==> src/rtl/display_pkg.sv <==
// Shared types and helpers for the buffer display scanner.
//   state_e      : scanner FSM states
//   SEG_*        : active-low seven-segment font (bit0=a .. bit6=g)
//   next_present : next set mask bit strictly after cur, wrapping modulo size
package display_pkg;

  typedef enum logic {
    IDLE = 1'b0,
    SHOW = 1'b1
  } state_e;

  localparam int unsigned MAX_BUF_SIZE = 16;

  localparam logic [6:0] SEG_BLANK = 7'h7F;
  localparam logic [6:0] SEG_0 = 7'h40;
  localparam logic [6:0] SEG_1 = 7'h79;
  localparam logic [6:0] SEG_2 = 7'h24;
  localparam logic [6:0] SEG_3 = 7'h30;
  localparam logic [6:0] SEG_4 = 7'h19;
  localparam logic [6:0] SEG_5 = 7'h12;
  localparam logic [6:0] SEG_6 = 7'h02;
  localparam logic [6:0] SEG_7 = 7'h78;
  localparam logic [6:0] SEG_8 = 7'h00;
  localparam logic [6:0] SEG_9 = 7'h10;
  localparam logic [6:0] SEG_A = 7'h08;
  localparam logic [6:0] SEG_B = 7'h03;
  localparam logic [6:0] SEG_C = 7'h46;
  localparam logic [6:0] SEG_D = 7'h21;
  localparam logic [6:0] SEG_E = 7'h06;
  localparam logic [6:0] SEG_F = 7'h0E;

  // Scan cur+1, cur+2, ... (mod size); returns cur itself if it is the only
  // set bit, or if no bit is set at all. Passing cur=size-1 yields the lowest
  // present index.
  function automatic logic [3:0] next_present(input logic [15:0]   mask,
                                              input logic [3:0]    cur,
                                              input int unsigned   size);
    logic [3:0]  res;
    logic        found;
    int unsigned idx;
    res   = cur;
    found = 1'b0;
    for (int unsigned i = 1; i <= MAX_BUF_SIZE; i++) begin
      if (!found && (i <= size)) begin
        idx = (32'(cur) + i) % size;
        if (mask[idx[3:0]]) begin
          res   = 4'(idx);
          found = 1'b1;
        end
      end
    end
    return res;
  endfunction

endpackage

==> src/rtl/buffer_display_scan_hex7seg.sv <==
// Combinational hex nibble to active-low seven-segment decoder.
//   nibble : 4-bit value to display
//   seg_c  : segment pattern, bit0=a .. bit6=g, active-low
module hex7seg
  import display_pkg::*;
(
  input  logic [3:0] nibble,
  output logic [6:0] seg_c
);

  always_comb begin
    seg_c = SEG_BLANK;
    case (nibble)
      4'h0: seg_c = SEG_0;
      4'h1: seg_c = SEG_1;
      4'h2: seg_c = SEG_2;
      4'h3: seg_c = SEG_3;
      4'h4: seg_c = SEG_4;
      4'h5: seg_c = SEG_5;
      4'h6: seg_c = SEG_6;
      4'h7: seg_c = SEG_7;
      4'h8: seg_c = SEG_8;
      4'h9: seg_c = SEG_9;
      4'hA: seg_c = SEG_A;
      4'hB: seg_c = SEG_B;
      4'hC: seg_c = SEG_C;
      4'hD: seg_c = SEG_D;
      4'hE: seg_c = SEG_E;
      4'hF: seg_c = SEG_F;
      default: seg_c = SEG_BLANK;
    endcase
  end

endmodule

==> src/rtl/buffer_display_scan.sv <==
// Cycles through the present entries of the LRU value buffer and shows each
// on a multiplexed seven-segment display.
//   clk_i, rst_ni     : clock, async active-low reset
//   buf_array_i       : flattened entries, entry i at [i*BUF_WIDTH +: BUF_WIDTH]
//   buf_pres_array_i  : entry-valid mask
//   step_i            : one-cycle forced advance
//   seg_o, dp_o, an_o : active-low segments, decimal point, one-hot anodes
//   cur_idx_o         : index being shown
//   valid_o           : high while an entry is shown
module buffer_display_scan
  import display_pkg::*;
#(
  parameter int unsigned BUF_WIDTH      = 16,
  parameter int unsigned BUF_SIZE       = 8,
  parameter int unsigned DIGITS         = 8,
  parameter int unsigned DWELL_CYCLES   = 50_000_000,
  parameter int unsigned REFRESH_CYCLES = 100_000,
  localparam int unsigned IDX_W = (BUF_SIZE > 1) ? $clog2(BUF_SIZE) : 1
) (
  input  logic                          clk_i,
  input  logic                          rst_ni,
  input  logic [BUF_SIZE*BUF_WIDTH-1:0] buf_array_i,
  input  logic [BUF_SIZE-1:0]           buf_pres_array_i,
  input  logic                          step_i,
  output logic [6:0]                    seg_o,
  output logic                          dp_o,
  output logic [DIGITS-1:0]             an_o,
  output logic [IDX_W-1:0]              cur_idx_o,
  output logic                          valid_o
);

  localparam int unsigned NIBBLES = BUF_WIDTH / 4;
  localparam int unsigned DIG_W   = (DIGITS > 1) ? $clog2(DIGITS) : 1;
  localparam int unsigned DWELL_W = (DWELL_CYCLES > 1) ? $clog2(DWELL_CYCLES) : 1;
  localparam int unsigned REF_W   = (REFRESH_CYCLES > 1) ? $clog2(REFRESH_CYCLES) : 1;

  state_e               state_q, state_d;
  logic [IDX_W-1:0]     ptr_q, ptr_d;
  logic [DWELL_W-1:0]   dwell_q, dwell_d;
  logic [BUF_WIDTH-1:0] snap_q, snap_d;
  logic [REF_W-1:0]     ref_q;
  logic [DIG_W-1:0]     dig_q;
  logic [6:0]           seg_q;
  logic                 dp_q;
  logic [DIGITS-1:0]    an_q;

  logic [15:0]          mask16_c;
  logic [3:0]           sel_c;
  logic [BUF_WIDTH-1:0] sel_entry_c;
  logic                 dwell_tc_c;
  logic [3:0]           nibble_c;
  logic [6:0]           font_c;

  assign mask16_c   = 16'(buf_pres_array_i);
  assign dwell_tc_c = (dwell_q == DWELL_W'(DWELL_CYCLES - 1));

  // In IDLE search from the top so the lowest present index is found.
  always_comb begin
    if (state_q == IDLE) sel_c = next_present(mask16_c, 4'(BUF_SIZE - 1), BUF_SIZE);
    else                 sel_c = next_present(mask16_c, 4'(ptr_q), BUF_SIZE);
  end

  always_comb begin
    sel_entry_c = '0;
    for (int unsigned i = 0; i < BUF_SIZE; i++) begin
      if (sel_c == 4'(i)) sel_entry_c = buf_array_i[i*BUF_WIDTH +: BUF_WIDTH];
    end
  end

  // FSM state register
  always_ff @(posedge clk_i or negedge rst_ni) begin
    if (!rst_ni) begin
      state_q <= IDLE;
      ptr_q   <= '0;
      dwell_q <= '0;
      snap_q  <= '0;
    end else begin
      state_q <= state_d;
      ptr_q   <= ptr_d;
      dwell_q <= dwell_d;
      snap_q  <= snap_d;
    end
  end

  // FSM next state: selection, dwell timing, snapshot load
  always_comb begin
    state_d = state_q;
    ptr_d   = ptr_q;
    dwell_d = dwell_q;
    snap_d  = snap_q;
    case (state_q)
      IDLE: begin
        if (|buf_pres_array_i) begin
          state_d = SHOW;
          ptr_d   = IDX_W'(sel_c);
          snap_d  = sel_entry_c;
          dwell_d = '0;
        end
      end
      SHOW: begin
        if (!(|buf_pres_array_i)) begin
          state_d = IDLE;
          dwell_d = '0;
        end else if (!buf_pres_array_i[ptr_q] || dwell_tc_c || step_i) begin
          ptr_d   = IDX_W'(sel_c);
          snap_d  = sel_entry_c;
          dwell_d = '0;
        end else begin
          dwell_d = dwell_q + DWELL_W'(1);
        end
      end
      default: state_d = IDLE;
    endcase
  end

  // Free-running digit scan
  always_ff @(posedge clk_i or negedge rst_ni) begin
    if (!rst_ni) begin
      ref_q <= '0;
      dig_q <= '0;
    end else if (ref_q == REF_W'(REFRESH_CYCLES - 1)) begin
      ref_q <= '0;
      dig_q <= (dig_q == DIG_W'(DIGITS - 1)) ? '0 : dig_q + DIG_W'(1);
    end else begin
      ref_q <= ref_q + REF_W'(1);
    end
  end

  // Nibble for the current digit; the top digit shows the index.
  always_comb begin
    nibble_c = 4'(ptr_d);
    for (int unsigned k = 0; k < NIBBLES; k++) begin
      if (dig_q == DIG_W'(k)) nibble_c = snap_d[4*k +: 4];
    end
  end

  hex7seg u_hex7seg (
    .nibble (nibble_c),
    .seg_c  (font_c)
  );

  // Pins follow the post-edge selection so blanking and entry changes land
  // together with cur_idx_o/valid_o; the digit index adds one cycle of lag.
  always_ff @(posedge clk_i or negedge rst_ni) begin
    if (!rst_ni) begin
      an_q  <= '1;
      seg_q <= SEG_BLANK;
      dp_q  <= 1'b1;
    end else begin
      an_q  <= '1;
      seg_q <= SEG_BLANK;
      dp_q  <= 1'b1;
      if (state_d == SHOW) begin
        if (32'(dig_q) < NIBBLES) begin
          an_q  <= ~(DIGITS'(1) << dig_q);
          seg_q <= font_c;
        end else if (32'(dig_q) == DIGITS - 1) begin
          an_q  <= ~(DIGITS'(1) << dig_q);
          seg_q <= font_c;
          dp_q  <= 1'b0;
        end
      end
    end
  end

  assign seg_o     = seg_q;
  assign dp_o      = dp_q;
  assign an_o      = an_q;
  assign cur_idx_o = ptr_q;
  assign valid_o   = (state_q == SHOW);

endmodule
==> config.mk <==
export PLATFORM = sky130hd
export DESIGN_NAME = buffer_display_scan
export DESIGN_NICKNAME = d
export VERILOG_FILES = /design/src/rtl/display_pkg.sv /design/src/rtl/buffer_display_scan_hex7seg.sv /design/src/rtl/buffer_display_scan.sv
export SDC_FILE = /design/constraint.sdc
export NUM_CORES = 1
export LEC_CHECK = 0
export CAP_MARGIN = 20
export CELL_PAD_IN_SITES_DETAIL_PLACEMENT = 0
export CELL_PAD_IN_SITES_GLOBAL_PLACEMENT = 1
export CORE_MARGIN = 5
export CORE_UTILIZATION = 34
export CTS_CLUSTER_SIZE = 10
export DETAILED_ROUTE_END_ITERATION = 12
export HOLD_SLACK_MARGIN = 0.15
export PLACE_DENSITY_LB_ADDON = 0.3
export REMOVE_ABC_BUFFERS = 1
export SYNTH_ARGS = -nofsm -noshare
export SYNTH_HDL_FRONTEND = slang
export SYNTH_HIERARCHICAL = 1
export SYNTH_SLANG_ARGS = --single-unit
==> constraint.sdc <==
create_clock -name clk_i -period 5.5 [get_ports clk_i]
set_input_delay 1.375 -clock clk_i [delete_from_list [all_inputs] [get_ports clk_i]]
set_output_delay 1.375 -clock clk_i [all_outputs]
set_load 0.05 [all_outputs]
Yosys cells after proc, flatten, opt, wreduce, memory -nomap -nowiden

Memories as Yosys holds them, arrays and structs flattened.
Index checks and enable logic that the tools add are counted.

$add $sub $neg: 11
$lt $le $gt $ge: 10
Equal/unequal tests: 14
Shift-type cells: 1
Muxes and demuxes: 128
Bitwise gates (word level): 2
Reductions and logical operators: 6

Operators with widths:

| cell                    | number |
|---|---|
| $mux W16                | 11 |
| $mux W4                 | 35 |
| $mux W26                | 3 |
| $mux W1                 | 53 |
| $pmux W26 S2            | 1 |
| $lt A3 B5 Y1 const B    | 8 |
| $pmux W16 S2            | 1 |
| $bmux W1 S3             | 9 |
| $add A26 B1 Y26 const B | 1 |
| $eq A26 B26 Y1 const B  | 1 |
| $mux W8                 | 3 |
| $mux W3                 | 7 |
| $mux W7                 | 3 |
| $add A17 B1 Y17 const B | 1 |
| $eq A17 B17 Y1 const B  | 1 |
| $mux W17                | 1 |
| $eq A4 B3 Y1 const B    | 4 |
| $add A3 B3 Y3 const B   | 4 |
| $add A3 B1 Y3 const B   | 3 |
| $eq A4 B2 Y1 const B    | 2 |
| $not A8 Y8              | 1 |
| $reduce_or A8 Y1        | 1 |
| $shl A1 B3 Y8 const A   | 1 |
| $add A3 B2 Y3 const B   | 2 |
| 13 further kinds        | 15 |

Bits in registers: 82
Bits in read-only memories: 112
Output and inout bits: 20
Memories: 1

Memory list:

| name             | depth | width | rd ports | clocked after memory_dff | write ports | line                              | RTL |
|---|---|---|---|---|---|---|---|
| (name not given) | 16    | 7     | 1        | 0                        | 0           | buffer_display_scan_hex7seg.sv:13 | `case (nibble)` |

Logic depth before layout (Yosys ltp)

An unclocked memory read counts as a cell.

Depth in word-level cells: 40
Mapped depth: 26
Depth with buffers taken out: 19

Modules after synthesis

Netlist, hierarchy kept.

Modules (own cells, without submodules):

| module              | times used | cells each | area an instance (µm²) |
|---|---|---|---|
| buffer_display_scan | 1          | 712        | 6183.4 |
| hex7seg             | 1          | 32         | 275.3 |

Least setup slack after synthesis

OpenSTA, ideal clock, no wires.

Path kind: register -> register
Start: reg ptr_q[1], in the netlist cur_idx_o[1]
End: reg seg_q[3], in the netlist seg_o[3]
Library setup time: 0.082 ns
Arrival: 6.318 ns
Data required time: 5.418 ns
Path slack: -0.900 ns
Stages on the path, launching flop included: 26
Cells stage by stage: dfrtp_1 -> buf_4 -> buf_2 -> clkbuf_1 -> inv_1 -> ha_1 -> buf_2 -> mux4_2 -> mux2i_4 -> nand4_4 -> or4b_1 -> o311a_1 -> or2_1 -> buf_6 -> buf_2 -> buf_2 -> mux2i_1 -> o22a_1 -> o31ai_1 -> nand3_1 -> a211oi_1 -> inv_1 -> ha_1 -> inv_1 -> mux4_1 -> nand2b_1

Cells in the longest elaborated chain, start to end: 40
Elaborated cells on any way between the ends: 98

Ends and longest elaborated chain:

| what                               | line                                         | RTL |
|---|---|---|
| start: declaration                 | buffer_display_scan.sv:38                    | `logic [IDX_W-1:0] ptr_q, ptr_d;` |
| start signal: assignment           | buffer_display_scan.sv:79                    | `ptr_q <= ptr_d;` |
| $add A3 B1 Y3                      | display_pkg.sv:45                            | `idx = (32'(cur) + i) % size;` |
| $bmux W1 S3                        | display_pkg.sv:46                            | `if (mask[idx[3:0]]) begin` |
| $mux W1 (not written as such)      | display_pkg.sv:46                            |  |
| $mux W3 or $mux W1 (tied branches) | display_pkg.sv:46                            |  |
| $mux W4 or $mux W1 (tied branches) | display_pkg.sv:46, buffer_display_scan.sv:59 |  |
| $mux W4 or $mux W1 (tied branches) | display_pkg.sv:44                            | `if (!found && (i <= size)) begin` |
| $mux W4 or $mux W1 (tied branches) | display_pkg.sv:46, buffer_display_scan.sv:59 |  |
| $mux W4 or $mux W1 (tied branches) | display_pkg.sv:44                            |  |
| [24 not listed]                    | n/a                                          |  |
| $mux W4 (3 in a row)               | buffer_display_scan.sv:133                   | `if (dig_q == DIG_W'(k)) nibble_c = snap_d[4*k +: 4];` |
| $mux W4 (*)                        | buffer_display_scan.sv:133                   |  |
| named net nibble_c[1]              | buffer_display_scan.sv:51                    | `logic [3:0] nibble_c;` |
| $mem_v2 Z16 W7 (*)                 | n/a                                          |  |
| named net font_c[3]                | buffer_display_scan.sv:52                    | `logic [6:0] font_c;` |
| $mux W7                            | buffer_display_scan.sv:157                   | `end else if (32'(dig_q) == DIGITS - 1) begin` |
| $mux W7 (*)                        | buffer_display_scan.sv:154                   | `if (32'(dig_q) < NIBBLES) begin` |
| $mux W7 (*)                        | buffer_display_scan.sv:153                   | `if (state_d == SHOW) begin` |
| end signal: assignment             | buffer_display_scan.sv:156                   | `seg_q <= font_c;` |
| end signal: assignment             | buffer_display_scan.sv:159                   | `seg_q <= font_c;` |
| end: declaration                   | buffer_display_scan.sv:43                    | `logic [6:0] seg_q;` |

Mark *: on every way through the listed nets, which the timed path passes. The rest lies on a longest branch. The select of a mux whose other input is x is not followed.
A chain may end at the register's enable or synchronous reset.

Final worst setup path

Start: in buf_pres_array_i[5]
End: reg seg_q[0], in the netlist seg_o[0]

Elaborated cells on any way between the ends: 103

RTL lines:

| what                               | line                                         | RTL |
|---|---|---|
| start: declaration                 | buffer_display_scan.sv:23                    | `input logic [BUF_SIZE-1:0] buf_pres_array_i,` |
| $bmux W1 S3                        | display_pkg.sv:46                            |  |
| $mux W1 (not written as such)      | display_pkg.sv:46                            |  |
| $mux W3 or $mux W1 (tied branches) | display_pkg.sv:46                            |  |
| $mux W4 or $mux W1 (tied branches) | display_pkg.sv:46, buffer_display_scan.sv:59 |  |
| $mux W4 or $mux W1 (tied branches) | display_pkg.sv:44                            |  |
| $mux W4 or $mux W1 (tied branches) | display_pkg.sv:46, buffer_display_scan.sv:59 |  |
| $mux W4 or $mux W1 (tied branches) | display_pkg.sv:44                            |  |
| $mux W4 or $mux W1 (tied branches) | display_pkg.sv:46, buffer_display_scan.sv:59 |  |
| [23 not listed]                    | n/a                                          |  |
| named net snap_d[7]                | buffer_display_scan.sv:40                    | `logic [BUF_WIDTH-1:0] snap_q, snap_d;` |
| $mux W4 (*) (3 in a row)           | buffer_display_scan.sv:133                   |  |
| named net nibble_c[3]              | buffer_display_scan.sv:51                    |  |
| $mem_v2 Z16 W7 (*)                 | n/a                                          |  |
| named net font_c[0]                | buffer_display_scan.sv:52                    |  |
| $mux W7                            | buffer_display_scan.sv:157                   |  |
| $mux W7 (*)                        | buffer_display_scan.sv:154                   |  |
| $mux W7 (*)                        | buffer_display_scan.sv:153                   |  |

Marked as above.

==> results.md <==
- Grt ovf: 0
- Row cnt: 50
- Slew Viols, Final: 0
- Synth Flop Type: dfrtp_1
- Arrival time worst endpoint: between 5 and 6 ns
- Status: complete, no violations
- Synthesized area per cell: approximately 8.7 µm²
- Sequential-to-total area share from yosys stat: 0.317
- DR WL/cell: ~17 µm
- Critical path type: in2reg
- Placer Congestion: between 0.8 and 0.9
- Synth Register Bits: roughly 80
- Worst path max stage delay: about 0.5 ns
- Post-DR vias/cell: between 5 and 6
- Reg2reg path depth: 19
- CTS tree: yes
- Core Region: approximately 19000 µm²
- Die area: between 20000 and 25000 µm²
- Worst-Margin Slew: roughly 1 ns
- Die Y: ~150 µm
- Worst Setup Start Kind: input pin
- Worst-path maximum fanout: 8
- Worst-Skew Late Latency: about 0.34 ns
- Most used cell, CP: buf_4
- Longest Clk Path Bufs: 2
- Hold Crit Depth: 1
- Fin area: 9700 µm²
- Post-Syn Area: roughly 6500 µm²
- Final WL: about 22000 µm
- CTS buffer count: 9
- Diodes inserted: 0
- Hold Vio Cnt, Final: 0
- Vias in the first global route: approximately 6600
- Placed cell area: 9040 µm²
- Die Wd: approximately 150 µm
- Final setup fails: 0
- DR pass1 iterations: 5
- # hold bufs at CTS: 0
- Post-synth EDFFs: 0
- Highest-delay cell along the critical path: mux4_2
- Min-Delay Startpoint: dwell_q[25]$_DFFE_PN0P_
- GRT Total Usage: 0.197
- Async SR Flop Fraction: 1.00
- Final Net Count: about 1200
- Ports: between 150 and 200
- Max_slew headroom: 0.312
- Global-route wire length before repair: 35000 µm
- Crit-path cells: clkbuf_4 -> mux4_2 -> buf_4 -> nor2_4 -> nand4_4 -> or4b_1 -> o311a_1 -> or2_4 -> buf_4 -> mux2_2 -> o221a_1 -> a221o_1 -> and3_1 -> o32a_1 -> and2b_2 -> or3b_1 -> o21ai_0 -> nand2b_1
- Remaining DRCs: 0
- Setup TNS: 0 ns
- Tcrit/Tclk final: 0.982
- Ys Warns: 6
- Unique cell type count in the Yosys netlist: 73
- Max-cap violations: 0
- Crit path required time: between 5 and 6 ns
- Area grow syn2layout: 50.2%
- Antenna violations before repair: 0
- CTS clk-pin slew, worst paths: 0.06 ns
- Cells after synthesis: 744
- Depth of the CTS H-tree: 3
- Fmax: between 150 and 200 MHz
- Clock Skew: between 0.009 and 0.01 ns
- DP HPWL: roughly 16000 µm
- Min-Delay Path Class: reg2reg
- Layout cells sized above 1: 0.248
- # port buffers: 158
- Largest net degree at the start of global routing: 82
- Root Driver: clkbuf_16
- DRT iter0 DRCs: 384
- Clock Sinks: between 80 and 90
- Final worst path period need: approximately 5.4 ns
- Via Count: approximately 6600
- Critical path origin: buf_pres_array_i[5]
- Initial core utilization: 0.345
- Endpoint type of the worst setup path: flop
- RSZ-0062 raised after global routing: yes
- Routed Antenna Nets: 0
- RR Startpoint: cur_idx_o[1]$_DFF_PN0_
[area by class of cell]
| type | instances | area, µm² |
|---|---|---|
| clock inverters | 6 | 73.8 |
| well taps | 234 | 293 |
| flip-flops and latches | 81 | 2050 |
| inverters | 22 | 82.6 |
| repair buffers | 295 | 2630 |
| fillers | 1721 | 9010 |
| clock buffers | 10 | 239 |
| multi-input cells | 592 | 4340 |
[stage by stage]
step | utilization | setup slack, ns | cells | hold slack, ns
after global placement | 0.483 | -0.789 | 1206 | 0.444
after detailed placement | 0.483 | -0.878 | 1206 | 0.457
after CTS | 0.507 | 0.00330 | 1232 | 0.472
final | 0.519 | 0.0985 | 1240 | 0.470
after floorplan | - | -1.53 | 695 | 0.432
after global routing | 0.519 | -0.0347 | 1240 | 0.490
[per-layer routing]
layer / part of all wire / routed length, µm / track usage
met5: 0 / 0 / 0
met1: 0.45 / 9650 / 0.266
met2: 0.50 / 10800 / 0.335
met3: 0.038 / 821 / 0.0331
met4: 0.015 / 318 / 0.0397
[path summary, 6_finish.rpt]
path                                            to  slack (ns)
max                             seg_o[0]$_DFF_PN1_         0.1
max reg2reg                     seg_o[0]$_DFF_PN1_        0.35
min                        dwell_q[25]$_DFFE_PN0P_        0.47
min reg2reg                dwell_q[25]$_DFFE_PN0P_        0.47
max in group asynchronous       seg_o[3]$_DFF_PN1_        3.99
min in group asynchronous  dwell_q[16]$_DFFE_PN0P_        0.88
[cell families after synthesis]
| group | synth area share |
|---|---|
| buf+inv | 0.0463 |
| fa+ha+maj | 0.0368 |
| compound gates | 0.208 |
| flops | 0.317 |
| simple gates | 0.202 |
| mux | 0.162 |
| xor+xnor | 0.0271 |
[flip-flops by register name, summed over array words and instances (netlist names)]
signal     flops
valid_o        1
dig_q          3
ref_q         17
snap_q        16
cur_idx_o      3
dwell_q       26
seg_o          7
an_o           8
[critical path: cells and delay by family]
family	cells	cell delay, ns
simple gates	8	1.88
mux	2	0.77
buf+inv	3	0.47
compound gates	5	1.18
[synth_stat cells (11+ instances only)]
library cell	count	area [µm²]
mux2i_1	50	500
xnor2_1	11	96.3
o21ai_0	68	340
clkbuf_1	36	135
dfstp_2	15	394
mux4_2	13	293
nand3_1	27	135
inv_1	21	78.8
ha_1	19	238
nand2b_1	15	93.8
and3_1	18	113
mux2_2	15	169
nand2_1	89	334
a21oi_1	22	110
dfrtp_1	66	1650
nor2_1	69	259
[cell usage in the layout, fill, tap and decap left out, types with 15 or more instances in the layout]
cell / netlist / final
and3_1: 18 / 18
nand3_1: 27 / 27
ha_1: 19 / 16
buf_4: 2 / 130
inv_1: 21 / 19
nand2_1: 89 / 89
mux2i_1: 50 / 43
clkdlybuf4s50_1: 0 / 149
a21oi_1: 22 / 19
nor2_1: 69 / 67
o21ai_0: 68 / 62
dfstp_2: 15 / 15
dfrtp_1: 66 / 66
[timing repair]
action                     4_1_cts  5_1_grt
gates resized for setup         52       40
cloned                           1        0
buffers inserted                 9        7
setup endpoints to repair        7        7
pin swaps                        9       17
Power is left out: the tool's default activity adds up to more than one toggle a clock period on the data nets, which glitch-free logic cannot reach.
